File: config.mk
export PLATFORM = sky130hd
export DESIGN_NAME = step_sequencer
export DESIGN_NICKNAME = d
export VERILOG_FILES = /design/src/rtl/step_sequencer.sv
export SDC_FILE = /design/constraint.sdc
export NUM_CORES = 1
export LEC_CHECK = 0
export ABC_AREA = 1
export BUFFER_PORTS_ARGS = -buffer_cell sky130_fd_sc_hd__buf_2
export CORE_MARGIN = 2
export CORE_UTILIZATION = 54
export DETAILED_ROUTE_END_ITERATION = 6
export HOLD_SLACK_MARGIN = 0.08
export PLACE_DENSITY = 0.8
export SLEW_MARGIN = 20
export SYNTH_ARGS = -nofsm -noshare
export SYNTH_HDL_FRONTEND = slang
export SYNTH_SLANG_ARGS = --single-unit
File: constraint.sdc
create_clock -name sys_clk -period 2.82 [get_ports sys_clk]
set_input_delay 0.141 -clock sys_clk [delete_from_list [all_inputs] [get_ports sys_clk]]
set_output_delay 0.141 -clock sys_clk [all_outputs]
set_load 0.1 [all_outputs]
File: src/rtl/step_sequencer.sv
// Four-phase CPU clock generator with a one-hot instruction step ring and run/halt/single-step control.
// Define STEP_SEQ_INSTR_COUNT_EN to add a 16-bit wrapping completed-instruction counter output.
module step_sequencer #(
  parameter int NUM_STEPS = 7
) (
  input  logic                 sys_clk,
  input  logic                 reset,
  input  logic                 run,
  input  logic                 halt_req,
  input  logic                 single_step,
  output logic                 clk,
  output logic                 clk_e,
  output logic                 clk_s,
  output logic [NUM_STEPS-1:0] step,
  output logic                 instr_done,
`ifdef STEP_SEQ_INSTR_COUNT_EN
  output logic [15:0]          instr_count,
`endif
  output logic                 running
);

  typedef enum logic [1:0] {
    ST_STOPPED  = 2'd0,
    ST_RUNNING  = 2'd1,
    ST_DRAINING = 2'd2
  } state_t;

  localparam logic [NUM_STEPS-1:0] STEP_FIRST = {{(NUM_STEPS-1){1'b0}}, 1'b1};

  state_t               r_state;
  logic [1:0]           r_phase;
  logic [NUM_STEPS-1:0] r_step;
  logic                 r_clk;
  logic                 r_clk_e;
  logic                 r_clk_s;
  logic                 r_instr_done;
  logic                 r_running;

  state_t               w_next_state;
  logic [1:0]           w_next_phase;
  logic [NUM_STEPS-1:0] w_next_step;
  logic                 w_last;
  logic                 w_active;

  // Last phase of the last step: the only point where an instruction may end.
  assign w_last = (r_phase == 2'd3) && r_step[NUM_STEPS-1];

  always_comb begin
    // NOTE: defaults first so every path assigns every signal and no latch is inferred.
    w_next_state = r_state;
    w_next_phase = r_phase + 2'd1;
    w_next_step  = (r_phase == 2'd3) ? {r_step[NUM_STEPS-2:0], r_step[NUM_STEPS-1]} : r_step;
    unique case (r_state)
      ST_STOPPED: begin
        w_next_phase = 2'd0;
        w_next_step  = STEP_FIRST;
        if (run)              w_next_state = ST_RUNNING;
        else if (single_step) w_next_state = ST_DRAINING;
      end
      ST_RUNNING: begin
        if (halt_req || !run) w_next_state = w_last ? ST_STOPPED : ST_DRAINING;
      end
      ST_DRAINING: begin
        if (w_last) w_next_state = ST_STOPPED;
      end
      default: begin
        w_next_state = ST_STOPPED;
        w_next_phase = 2'd0;
        w_next_step  = STEP_FIRST;
      end
    endcase
  end

  assign w_active = (w_next_state != ST_STOPPED);

  // Outputs are decoded from the next state so they leave the flops glitch-free.
  always_ff @(posedge sys_clk or posedge reset) begin
    if (reset) begin
      r_state      <= ST_STOPPED;
      r_phase      <= 2'd0;
      r_step       <= STEP_FIRST;
      r_clk        <= 1'b0;
      r_clk_e      <= 1'b0;
      r_clk_s      <= 1'b0;
      r_instr_done <= 1'b0;
      r_running    <= 1'b0;
    end else begin
      // NOTE: non-blocking so every flop samples pre-edge values regardless of statement order.
      r_state      <= w_next_state;
      r_phase      <= w_next_phase;
      r_step       <= w_next_step;
      r_clk        <= w_active && (w_next_phase <= 2'd1);
      r_clk_e      <= w_active && (w_next_phase != 2'd3);
      r_clk_s      <= w_active && (w_next_phase == 2'd1);
      r_instr_done <= w_active && (w_next_phase == 2'd3) && w_next_step[NUM_STEPS-1];
      r_running    <= w_active;
    end
  end

  assign clk        = r_clk;
  assign clk_e      = r_clk_e;
  assign clk_s      = r_clk_s;
  assign step       = r_step;
  assign instr_done = r_instr_done;
  assign running    = r_running;

`ifdef STEP_SEQ_INSTR_COUNT_EN
  logic [15:0] r_instr_count;

  always_ff @(posedge sys_clk or posedge reset) begin
    if (reset)             r_instr_count <= 16'd0;
    else if (r_instr_done) r_instr_count <= r_instr_count + 16'd1;
  end

  assign instr_count = r_instr_count;
`endif

endmodule

Word level (Yosys, flattened, before mapping)
Cells that the tools add are included.

Bits in registers: 16. Input bits: 5. Word-level logic and storage cells: 38.

Add/sub/neg operators: 1. Order comparisons: 1. Eq/ne operators: 7. Multiplexer cells: 9. Reductions and logical operators: 11.

Operator list (count): $mux W7 (2); $mux W2 (6); $eq A2 B2 Y1 const B (3); $logic_and A1 B1 Y1 (6); $pmux W2 S3 (1); $eq A2 B1 Y1 const B (2); $add A2 B1 Y2 const B (1); $le A2 B1 Y1 const B (1); $logic_not A2 Y1 (1); $ne A2 B1 Y1 const B (1); $ne A2 B2 Y1 const B (1); $reduce_bool A2 Y1 (1); $reduce_or A2 Y1 (1); $logic_not A1 Y1 (1); $logic_or A1 B1 Y1 (1).

Logic depth before layout (Yosys ltp)
Word-level depth: 8. Gate-level depth with buffers: 8.

Least setup slack after synthesis
No wires, ideal clock.

Path type: flip-flop to flip-flop. Start: register r_step[6] (netlist: step[6]). End: register r_clk (netlist: clk). Arrival time: 1.464 ns. Setup slack: 1.232 ns. Cell stages (with the launch flop): 8. Path buffers: 0. Period minus slack after synthesis: 1.588 ns. Cells stage by stage: dfrtp_1 -> nand2_2 -> nand2_1 -> nand2_1 -> nand2_1 -> nand2_1 -> nand2_2 -> a21oi_1.

Longest elaborated chain between the ends: 6.

Ends and longest elaborated chain: start: declaration (RTL line 32) `logic [NUM_STEPS-1:0] r_step;`; start signal: assignment (RTL line 91) `r_step <= w_next_step;`; $logic_and A1 B1 Y1 (*) (RTL line 46) `assign w_last = (r_phase == 2'd3) && r_step[NUM_STEPS-1];`; $mux W2 (2 in a row) (RTL line 61) `if (halt_req || !run) w_next_state = w_last ? ST_STOPPED : ST_DRAINING;`; $pmux W2 S3 (*) (RTL line 53) `unique case (r_state)`; $reduce_bool A2 Y1 (*) (RTL line 74) `assign w_active = (w_next_state != ST_STOPPED);`; $logic_and A1 B1 Y1 (*) (RTL line 92) `r_clk <= w_active && (w_next_phase <= 2'd1);`; end signal: assignment (RTL line 92); end: declaration (RTL line 33) `logic r_clk;`.

Mark *: on every way between the ends. The rest lies on a longest branch, timed or not. A chain may end at the register's enable or synchronous reset.

Worst setup path after layout
Start: register r_state[0]. End: register r_instr_done (netlist: instr_done).

RTL lines: start: declaration (RTL line 30) `state_t r_state;`; start signal: assignment (RTL line 89) `r_state <= w_next_state;`; $eq A2 B2 Y1 or $eq A2 B1 Y1 (tied branches) (RTL line 53); $reduce_or A2 Y1 (no source line) (*); $mux W7 (*) (RTL line 53); net w_next_step[6] (RTL line 41) `logic [NUM_STEPS-1:0] w_next_step;`; $logic_and A1 B1 Y1 (*) (RTL line 95) `r_instr_done <= w_active && (w_next_phase == 2'd3) && w_next_step[NUM_STEPS-1];`; end signal: assignment (RTL line 95); end: declaration (RTL line 36) `logic r_instr_done;`.

Mark *: on every way through the listed nets, which the timed path passes. The rest lies on a longest branch.

==> impl_metrics.yaml <==
timing:
  worst_clock_skew_ns: 0.00129
  timing.final.crit_share_pct: 52.0
  timing.fmax_mhz: 682
  worst_slew_pin_slew_ns: 0.592
  period_needed_ns: 1.47
  fin_tns_setup_ns: 0
  maxSlewViolCount: 0
  setup_viol: 0
  maxSlewHeadroom_pct: 60.5
  grt_setup_unrepaired: "no"
  hold_viol: 0
setup_path:
  r2r_end: "instr_done"
  path_class: "reg2reg"
  r2r_cells: 6
  slowest_stage: "dfrtp_1"
  critical_path.cell_chain: "inv_1 -> ha_1 -> nand2_2 -> o21ai_2 -> nand2_1 -> a21oi_2"
  worstPathRequired_ns: 3.04
  cp_max_fo: 6
  crit_arrival_ns: 1.68
  max_stage_delay_ns: 0.44
  reg2reg_from: "r_state[0]"
  r2r_slack_ns: 1.35
  end_kind: "flop"
  worstSetupStartpoint: "r_state[0]"
  crit_end: "instr_done"
  start_kind: "flop"
detailed_routing:
  detail_route.wl_per_cell_um: 11.3
  drc: 0
  wl_met2_um: 664
  vias: 593
  dr.pass1.iters: 3
  wl_met3_um: 38
  met1_length_um: 591
  first_iter_violations: 2
  wl_um: 1320
  antenna_left: 0
  avgViaCountPerCell: 5.07
  routed.top_layer: "met4"
clock_tree:
  cts_setup_buffers: 0
  clk_pin_slew_ns: 0.09
  htreeDepth: 1
  clockRootBuffer: "clkbuf_4"
  cts_inserted_buffers: 3
  clk_latency_ns: 0.28
  cts_sinks: 16
  clockBufferDepth: 2
  cts_tree: "built"
synth:
  yosysUniqueCellTypes: 15
  ys_seq_elements: 16
  synth.avg_cell_area_um2: 9.16
  synth_compound_area_share_pct: 9.61
  synth_top_family_by_area: "simple AND/OR/NAND/NOR gates"
  yosysTopAreaCell: "dfrtp_1"
  synth_xor_area_share_pct: 0
  synthCells: 81
  syn-cell-area_um2: 742
  synth-seq-area-share_pct: 54.1
  synth-simple-area-share_pct: 17.7
  synth_top_area_share_pct: 50.6
  yosysWarnings: 0
  syn_nets: 91
  synth.area.top_cells: "dfrtp_1 (51%), inv_1 (9.6%), ha_1 (8.4%)"
  muxShareOfSynthArea_pct: 0
  synthAdderAreaFrac_pct: 8.43
grt:
  grt_max_degree: 17
  antenna_found_initial: 0
  grt_overflow_total: 0
  grt_first_pass_wirelength_um: 1950
  track_usage_pct: 18.9
  grt_pass1_vias: 519
layout:
  antenna_cells: 0
  areaGrowthSynthToFinish_pct: 19.6
  post-route-util_pct: 69.0
  fin_cells: 117
  final_common_cell: "inv_1"
  fillerInstances: 112
  drive_gt1_share_pct: 28.4
  nNetsFinal: 113
  final_cell_mix: "inv_1 (19), nand2_1 (16), buf_2 (16), dfrtp_1 (15), nand3_1 (6)"
floorplanning:
  num_rows: 13
  dieArea_mm2: 0.00169
  die_width_um: 41.1
  die_height_um: 41.1
  num_io_pins: 17
  start_util_pct: 57.7
  core_area_mm2: 0.00128
run_status:
  outcome: "finished clean"
power_and_ir_drop:
  cellLeakagePower_nw: 0.511
  power_density_mw_per_mm2: 1140
  fin_total_pwr_mw: 1.01
  irDropWorstVdd_v: 0.000848
job:
  max-cap-violations: 0
placed_design:
  gp_congestion: 0.785
  dp_hpwl_um: 1010
  placed_cells: 112
  port_buffers: 16
worst_hold_path:
  hp-class: "in2reg"
==> stage by stage <==
| step | setup WS (ns) | cell area (µm²) | hold WS (ns) |
|---|---|---|---|
| after CTS | 1.36 | 887 | 0.369 |
| final | 1.35 | 887 | 0.373 |
| after floorplan | 1.23 | 742 | 0.0540 |
| after global placement | 1.47 | 841 | 0.217 |
| after global routing | 1.25 | 887 | 0.430 |
| after detailed placement | 1.38 | 841 | 0.229 |
==> synth_stat cells <==
| cell type | n |
|---|---|
| a21oi_1 | 3 |
| a21oi_2 | 1 |
| dfrtp_1 | 15 |
| dfstp_2 | 1 |
| ha_1 | 5 |
| inv_1 | 19 |
| inv_2 | 1 |
| nand2_1 | 16 |
| nand2_2 | 5 |
| nand3_1 | 6 |
| nand4_1 | 1 |
| nor2_1 | 1 |
| o211ai_1 | 1 |
| o21ai_2 | 1 |
| o22ai_1 | 5 |
==> worst min path at each step <==
| stage | startpoint | to | slack [ns] | cells past startpoint |
|---|---|---|---|---|
| floorplan | reset | clk | 0.05 | 1 |
| global placement | reset | step[3] | 0.22 | 2 |
| detailed placement | reset | step[4] | 0.23 | 2 |
| CTS | halt_req | r_state[0] | 0.37 | 6 |
| global route | run | r_state[1] | 0.43 | 6 |
| finish | halt_req | r_state[0] | 0.37 | 6 |
==> area by class of cell <==
cell class / count / area (µm²) / area share, %
Multi-Input combinational cell: 45 / 265 / 29.9
Timing Repair Buffer: 17 / 90.1 / 10.2
Clock buffer: 4 / 36.3 / 4.09
Sequential cell: 16 / 402 / 45.3
Inverter: 20 / 75.1 / 8.46
Tap cell: 15 / 18.8 / 2.12
==> critical path, delay by kind of cell (launching register included) <==
family	cells	cell delay (ns)
buf+inv	1	0.10
compound gates	2	0.25
flops	1	0.44
simple gates	2	0.21
fa+ha+maj	1	0.41
==> flip-flops by register name, summed over array words and instances (netlist names) <==
| register | flops |
|---|---|
| step | 7 |
| r_phase | 2 |
| r_state | 2 |
| clk | 1 |
| clk_e | 1 |
| clk_s | 1 |
| instr_done | 1 |
| running | 1 |
==> repair_timing <==
item / in CTS / in global routing
hold buffers: 1 / 0
hold endpoints to repair: 15 / 0
resized for setup: 0 / 0
==> per-layer routing <==
| layer | vias to the layer above | track usage (%) |
|---|---|---|
| met3 | 4 | 4.89 |
| met2 | 9 | 31.6 |
| met4 | 0 | 14.2 |
| met1 | 284 | 19.9 |
| li1 | 296 | - |
| met5 | - | 0 |
==> power breakdown <==
| group | leakage [nW] | total (mW) | internal, mW | switching (mW) |
|---|---|---|---|---|
| Combinational | 0.282 | 0.550 | 0.115 | 0.435 |
| Sequential | 0.209 | 0.315 | 0.288 | 0.0268 |
| Clock | 0.0210 | 0.147 | 0.0786 | 0.0685 |
| Total | 0.511 | 1.01 | 0.482 | 0.530 |
==> cells by family after synthesis <==
| kind of cell | count (synthesis) |
|---|---|
| AOI/OAI and AO/OA | 11 |
| DFF | 16 |
| and+or+nand+nor | 29 |
| adders and majority gates | 5 |
| buffers and inverters | 20 |
(Power assumes the default switching activity.)
